## src/rtl/cpu_run_controller.sv

```systemverilog
// ============================================================================
// Module   : cpu_run_controller
// Brief    : Run-state sequencer gating PC advance and architectural writes
//            for multi-cycle MULT/DIV, acknowledged OUTPUT and HALT.
// Revision : 1.0
// ============================================================================
`default_nettype none

module cpu_run_controller #(
  parameter int MUL_CYCLES = 4,
  parameter int DIV_CYCLES = 16,
  parameter int CNT_W      = 5
) (
  input  logic       clock_i,
  input  logic       reset_i,
  input  logic       run_i,
  input  logic       halt_i,
  input  logic       output_flag_i,
  input  logic [3:0] alu_ctr_i,
  input  logic       reg_write_i,
  input  logic       mem_write_i,
  input  logic       out_ack_i,
  output logic       pc_en_o,
  output logic       reg_write_en_o,
  output logic       mem_write_en_o,
  output logic       alu_busy_o,
  output logic       out_valid_o,
  output logic       halted_o,
  output logic [2:0] state_o
);

  typedef enum logic [2:0] {
    S_IDLE     = 3'd0,
    S_RUN      = 3'd1,
    S_MULDIV   = 3'd2,
    S_OUT_WAIT = 3'd3,
    S_HALTED   = 3'd4
  } state_t;

  localparam logic [3:0] C_ALU_MULT = 4'b1000;
  localparam logic [3:0] C_ALU_DIV  = 4'b1001;

  state_t             state_q, state_d;
  logic [CNT_W-1:0]   cnt_q, cnt_d;
  logic               w_is_mul, w_is_div;

  assign w_is_mul = (alu_ctr_i == C_ALU_MULT);
  assign w_is_div = (alu_ctr_i == C_ALU_DIV);

  always_ff @(posedge clock_i) begin
    if (reset_i) begin
      state_q <= S_IDLE;
      cnt_q   <= '0;
    end else begin
      state_q <= state_d;
      cnt_q   <= cnt_d;
    end
  end

  always_comb begin
    state_d        = state_q;
    cnt_d          = cnt_q;
    pc_en_o        = 1'b0;
    reg_write_en_o = 1'b0;
    mem_write_en_o = 1'b0;
    alu_busy_o     = 1'b0;
    out_valid_o    = 1'b0;
    halted_o       = 1'b0;

    case (state_q)
      S_IDLE: begin
        if (run_i) state_d = S_RUN;
      end

      S_RUN: begin
        if (halt_i) begin
          state_d = S_HALTED;
        end else if (output_flag_i) begin
          state_d = S_OUT_WAIT;
        end else if (w_is_mul || w_is_div) begin
          // The RUN cycle counts as cycle 1, so MULDIV lasts N-1 cycles.
          cnt_d   = w_is_div ? CNT_W'(DIV_CYCLES - 2) : CNT_W'(MUL_CYCLES - 2);
          state_d = S_MULDIV;
        end else begin
          pc_en_o        = 1'b1;
          reg_write_en_o = reg_write_i;
          mem_write_en_o = mem_write_i;
        end
      end

      S_MULDIV: begin
        alu_busy_o = 1'b1;
        if (cnt_q != '0) begin
          cnt_d = cnt_q - 1'b1;
        end else begin
          pc_en_o        = 1'b1;
          reg_write_en_o = reg_write_i;
          state_d        = S_RUN;
        end
      end

      S_OUT_WAIT: begin
        out_valid_o = 1'b1;
        if (out_ack_i) begin
          pc_en_o = 1'b1;
          state_d = S_RUN;
        end
      end

      S_HALTED: begin
        halted_o = 1'b1;
      end

      default: begin
        state_d = S_IDLE;
      end
    endcase
  end

  assign state_o = state_q;

endmodule

`default_nettype wire

```

## config.mk

```make
export PLATFORM = sky130hd
export DESIGN_NAME = cpu_run_controller
export DESIGN_NICKNAME = d
export VERILOG_FILES = /design/src/rtl/cpu_run_controller.sv
export SDC_FILE = /design/constraint.sdc
export NUM_CORES = 1
export LEC_CHECK = 0
export ABC_AREA = 0
export ABC_CLOCK_PERIOD_IN_PS = 2450
export CAP_MARGIN = 20
export CELL_PAD_IN_SITES_DETAIL_PLACEMENT = 1
export CELL_PAD_IN_SITES_GLOBAL_PLACEMENT = 2
export CORE_ASPECT_RATIO = 1.25
export CORE_MARGIN = 2
export CORE_UTILIZATION = 26
export DETAILED_ROUTE_END_ITERATION = 7
export PLACE_DENSITY_LB_ADDON = 0.1
export REMOVE_ABC_BUFFERS = 1
export SLEW_MARGIN = 40
export SYNTH_ARGS = -nofsm -noshare
export SYNTH_HDL_FRONTEND = slang
export SYNTH_SLANG_ARGS = --single-unit
export TNS_END_PERCENT = 10
```

## constraint.sdc

```tcl
create_clock -name clock_i -period 2.45 [get_ports clock_i]
set_clock_uncertainty 0.1 [all_clocks]
set_input_delay 0.49 -clock clock_i [delete_from_list [all_inputs] [get_ports clock_i]]
set_output_delay 0.49 -clock clock_i [all_outputs]
set_load 0.02 [all_outputs]
```

### After elaboration in Yosys (flattened, before gate mapping)

Cells that the tools add are included.

* equal/unequal tests: 14
* add/sub/neg operators: 1
* reduce and logical (&&, ||, !) cells: 6
* bitwise logic cells: 1
* muxes and demuxes: 31

Operators by type and width (count)
* $mux W5: 4
* $mux W3: 6
* $mux W1: 16
* $pmux W3 S5: 1
* $ne A2 B2 Y1 const B: 7
* $pmux W5 S2: 1
* $reduce_and A5 Y1: 2
* $eq A4 B4 Y1 const B: 2
* $eq A3 B2 Y1 const B: 2
* $reduce_bool A5 Y1: 1
* $sub A5 B1 Y5 const B: 1
* $mux W4: 1
* $ne A4 B4 Y1 const B: 1
* $eq A3 B1 Y1 const B: 1
* $eq A3 B3 Y1 const B: 1
* $logic_not A3 Y1: 1
* $pmux W1 S3: 1
* $pmux W1 S2: 1
* $reduce_bool A2 Y1: 1
* $logic_or A1 B1 Y1: 1
* $not A1 Y1: 1

* output and inout port bits: 9
* register bits after elaboration: 8
* input port bits: 12

### Logic depth before layout (Yosys ltp)

* word-level depth: 6
* mapped depth: 7
* mapped depth without buffers: 6

### Worst setup path before layout

Ideal clock, no wire load.

* kind: input port to output port
* start point: input port alu_ctr_i[1]
* end point: output port pc_en_o
* data required time: 1.860 ns
* slack: 0.367 ns
* stages on the path: 4
* data arrival time: 1.493 ns
* cell sequence: or3b_4 -> and3_4 -> buf_6 -> a211o_2

* word-level cells in the longest chain between the ends: 6
* elaborated cells on any way between the ends: 7
* those cells by class: eq/ne: 2; mux: 4; reduce/logical: 1

RTL lines
* start: declaration: RTL line 19 `input logic [3:0] alu_ctr_i,`
* $eq A4 B4 Y1 (on tied branches): RTL line 47, 48
* $logic_or A1 B1 Y1 *: RTL line 80 `end else if (w_is_mul || w_is_div) begin`
* $mux W1 *: RTL line 80
* $mux W1 *: RTL line 78 `end else if (output_flag_i) begin`
* $mux W1 *: RTL line 76 `if (halt_i) begin`
* $pmux W1 S3 *: RTL line 70 `case (state_q)`
* end: declaration: RTL line 23 `output logic pc_en_o,`

Mark *: on every way between the ends. The rest lies on a longest branch, timed or not.

### Final worst setup path

* start point: register cnt_q[0]
* end point: output port reg_write_en_o

* word-level cells in the longest chain between the ends: 3

RTL lines
* start: declaration: RTL line 44 `logic [CNT_W-1:0] cnt_q, cnt_d;`
* start signal: assignment: RTL line 56 `cnt_q <= cnt_d;`
* $reduce_bool A5 Y1: RTL line 93 `if (cnt_q != '0) begin`
* $mux W1: RTL line 93
* $pmux W1 S2: RTL line 70
* end: declaration: RTL line 24 `output logic reg_write_en_o,`

No other way between the ends.

==> summary.txt <==
Outcome
  – Status: complete, no violations

Die
  – Rows: 20
  – Die width: 48.6 um
  – Core box area: 0.00240 mm^2
  – Die height: 59.8 um
  – Initial Utilization: 26.9%
  – Die ar.: 0.00291 mm^2
  – IO Pins: 21

Setup path
  – Setup Crit Path Kind: reg -> out
  – Critical Path Sink Type: output pin
  – Required @ worst endpoint: 1.86 ns
  – CP cell instances: inv_1 > ha_2 > or4b_4 > nor2_2 > o21a_1 > buf_2
  – Crit-path max cell delay: 0.49 ns
  – CP Data Arrival Time: 1.77 ns
  – Crit path launch type: register
  – CP max-delay cell: or4b_4
  – FF-to-FF setup slack: 0.58 ns
  – Critical path fanouts, max: 6

GRT
  – Met1 GRT Util: 15.4%
  – GR Util met2: 25.8%
  – Top Usage Layer GRT: met2
  – Largest net degree at the start of global routing: 9
  – Met3 usage: 3.25%
  – First-pass GRT wire length: 3060 um
  – Grt ovf: 0
  – Vias in the first global route: 627
  – GRT Total Usage: 14.0%
  – Antenna violations before repair: 0

Logic synthesis
  – Most used flip-flop cell after synthesis: dfxtp_1
  – Synthesized flop and latch total: 8
  – Post-synth EDFFs: 0
  – Post-Synthesis Cell Area: 647 um^2
  – Post-synthesis async set-or-reset flop share: 0%
  – Synth Area per Inst: 9.37 um^2
  – Synth area leaders: dfxtp_1, buf_6, a211oi_1, nor4b_4, inv_1
  – Sequential share of the synthesized area: 24.8%
  – Post-synth top area cell: dfxtp_1
  – Post-synthesis instance total: 69
  – Distinct cells, synth: 40
  – Synth warn: 0
  – Post-synth top area share: 24.8%

STA
  – Unrepaired setup endpoints after global routing: no
  – Worst relative slew slack: 70.4%
  – Worst-margin pin slew: 0.443 ns
  – Crit path time final: 2.36 ns
  – Setup Viol. Count Final: 0
  – Hold_ws: 0.425 ns
  – Max Freq: 425 MHz
  – Final period utilization: 96.1%
  – Setup TNS: 0 ns
  – Fin. Hold Viols: 0
  – Slew Limit Fails: 0
  – Min setup slack post-route: 0.0943 ns

Placed design
  – Dpl cell area: 926 um^2
  – Pre-CTS WS: -0.465 ns
  – PortBufs: 20
  – Final HPWL DP: 1390 um
  – Placer congestion estimate: 0.727

Route
  – Total Wirelength: 1770 um
  – Pre-antenna DRT Iters: 3
  – Final routed DRC violation total: 0
  – DR WL/cell: 13.5 um
  – Routed vias: 629
  – 1st-iter DRT viols: 6
  – Vias per Instance: 4.80
  – DRT antenna net count: 0

Cells and area
  – Layout cells sized above 1: 33.7%
  – Antenna cells: 0
  – Most common cell after layout, fill and taps aside: clkdlybuf4s50_1
  – Most frequent cells in the layout: clkdlybuf4s50_1, buf_4, dfxtp_1
  – Area Overhead vs Synth: 48.7%
  – Final net count: 113
  – Final instance area: 962 um^2

Power
  – Leak: 0.448 nW
  – Peak VDD IR: 0.247 mV
  – P per Cell Area: 513 mW/mm^2

Clock network
  – CTS buffer count: 3
  – Hold-fix buffers, CTS: 0
  – Clock Sinks: 8
  – CTS tree: built
  – # H-tree levels: 1
  – CTS clk-pin slew, worst paths: 0.06 ns
  – Clock Tree Buf Depth: 2
  – Root Buffer: clkbuf_4
  – Setup Fix Bufs, Post-CTS: 0
  – Worst skew pair latency: 0.26 ns

Flow run
  – Max_cap viols: 0

Hold path
  – HP Class: reg -> reg
==> cell families after synthesis <==
family / after synthesis / synth area share, %
simple gates: 27 / 34.4
compound gates: 21 / 27.9
buf+inv: 12 / 11.0
flops: 8 / 24.8
fa+ha+maj: 1 / 1.93
==> final timing paths <==
kind / start / end / depth (start not counted)
worst min register to register: cnt_q[4] / cnt_q[4] / 2
worst min-delay path: cnt_q[4] / cnt_q[4] / 2
worst max register to register: cnt_q[0] / state_o[1] / 7
worst max-delay path: cnt_q[0] / reg_write_en_o / 6
==> critical path: cells and delay by family (launching register included) <==
family	cells	cell delay (ns)
AOI/OAI and AO/OA	1	0.12
adders and majority gates	1	0.23
buffers and inverters	2	0.22
DFF	1	0.31
and+or+nand+nor	2	0.63
==> final cells by class <==
cell class | instances | area (um^2)
tap | 33 | 41.3
inverter | 7 | 26.3
multi-input combinational | 49 | 432
sequential | 8 | 160
clock buffer | 3 | 22.5
timing repair buffer | 31 | 280
fill | 297 | 1440
==> stage by stage <==
step / instances / total power, mW / utilization, %
2_1_floorplan: 64 / 0.279 / -
3_3_place_gp: 128 / 0.388 / 38.5
3_5_place_dp: 128 / 0.388 / 38.5
4_1_cts: 131 / 0.497 / 38.9
5_1_grt: 131 / 0.532 / 40.1
6_report: 131 / 0.494 / 40.1
==> metal layers <==
layer	vias to the layer above	wire (um)
met4	0	18
met1	301	796
met3	2	46
met2	9	913
met5	-	0
li1	317	-
==> power breakdown <==
| group | switching, mW | total [mW] | leakage [nW] | internal [mW] |
|---|---|---|---|---|
| registers | 0.0193 | 0.162 | 0.0649 | 0.142 |
| logic | 0.105 | 0.225 | 0.369 | 0.119 |
| clock network | 0.0506 | 0.107 | 0.0138 | 0.0565 |
==> repair_timing <==
item,CTS,global route
resized for setup,14,8
pin swaps,0,3
setup endpoints to repair,4,3
==> sequential cells by signal (all words and copies together) (netlist names) <==
register	flops
state_o	3
cnt_q	5
==> synthesized netlist by cell type (2+ instances only) <==
| cell type | instances |
|---|---|
| nand2_1 | 2 |
| o21ai_0 | 2 |
| nor3_1 | 4 |
| a211oi_1 | 4 |
| nand2b_1 | 2 |
| nor2_1 | 4 |
| o21a_1 | 3 |
| nand3b_1 | 2 |
| inv_1 | 6 |
| dfxtp_1 | 8 |
| buf_6 | 3 |
(Power assumes the default switching activity.)
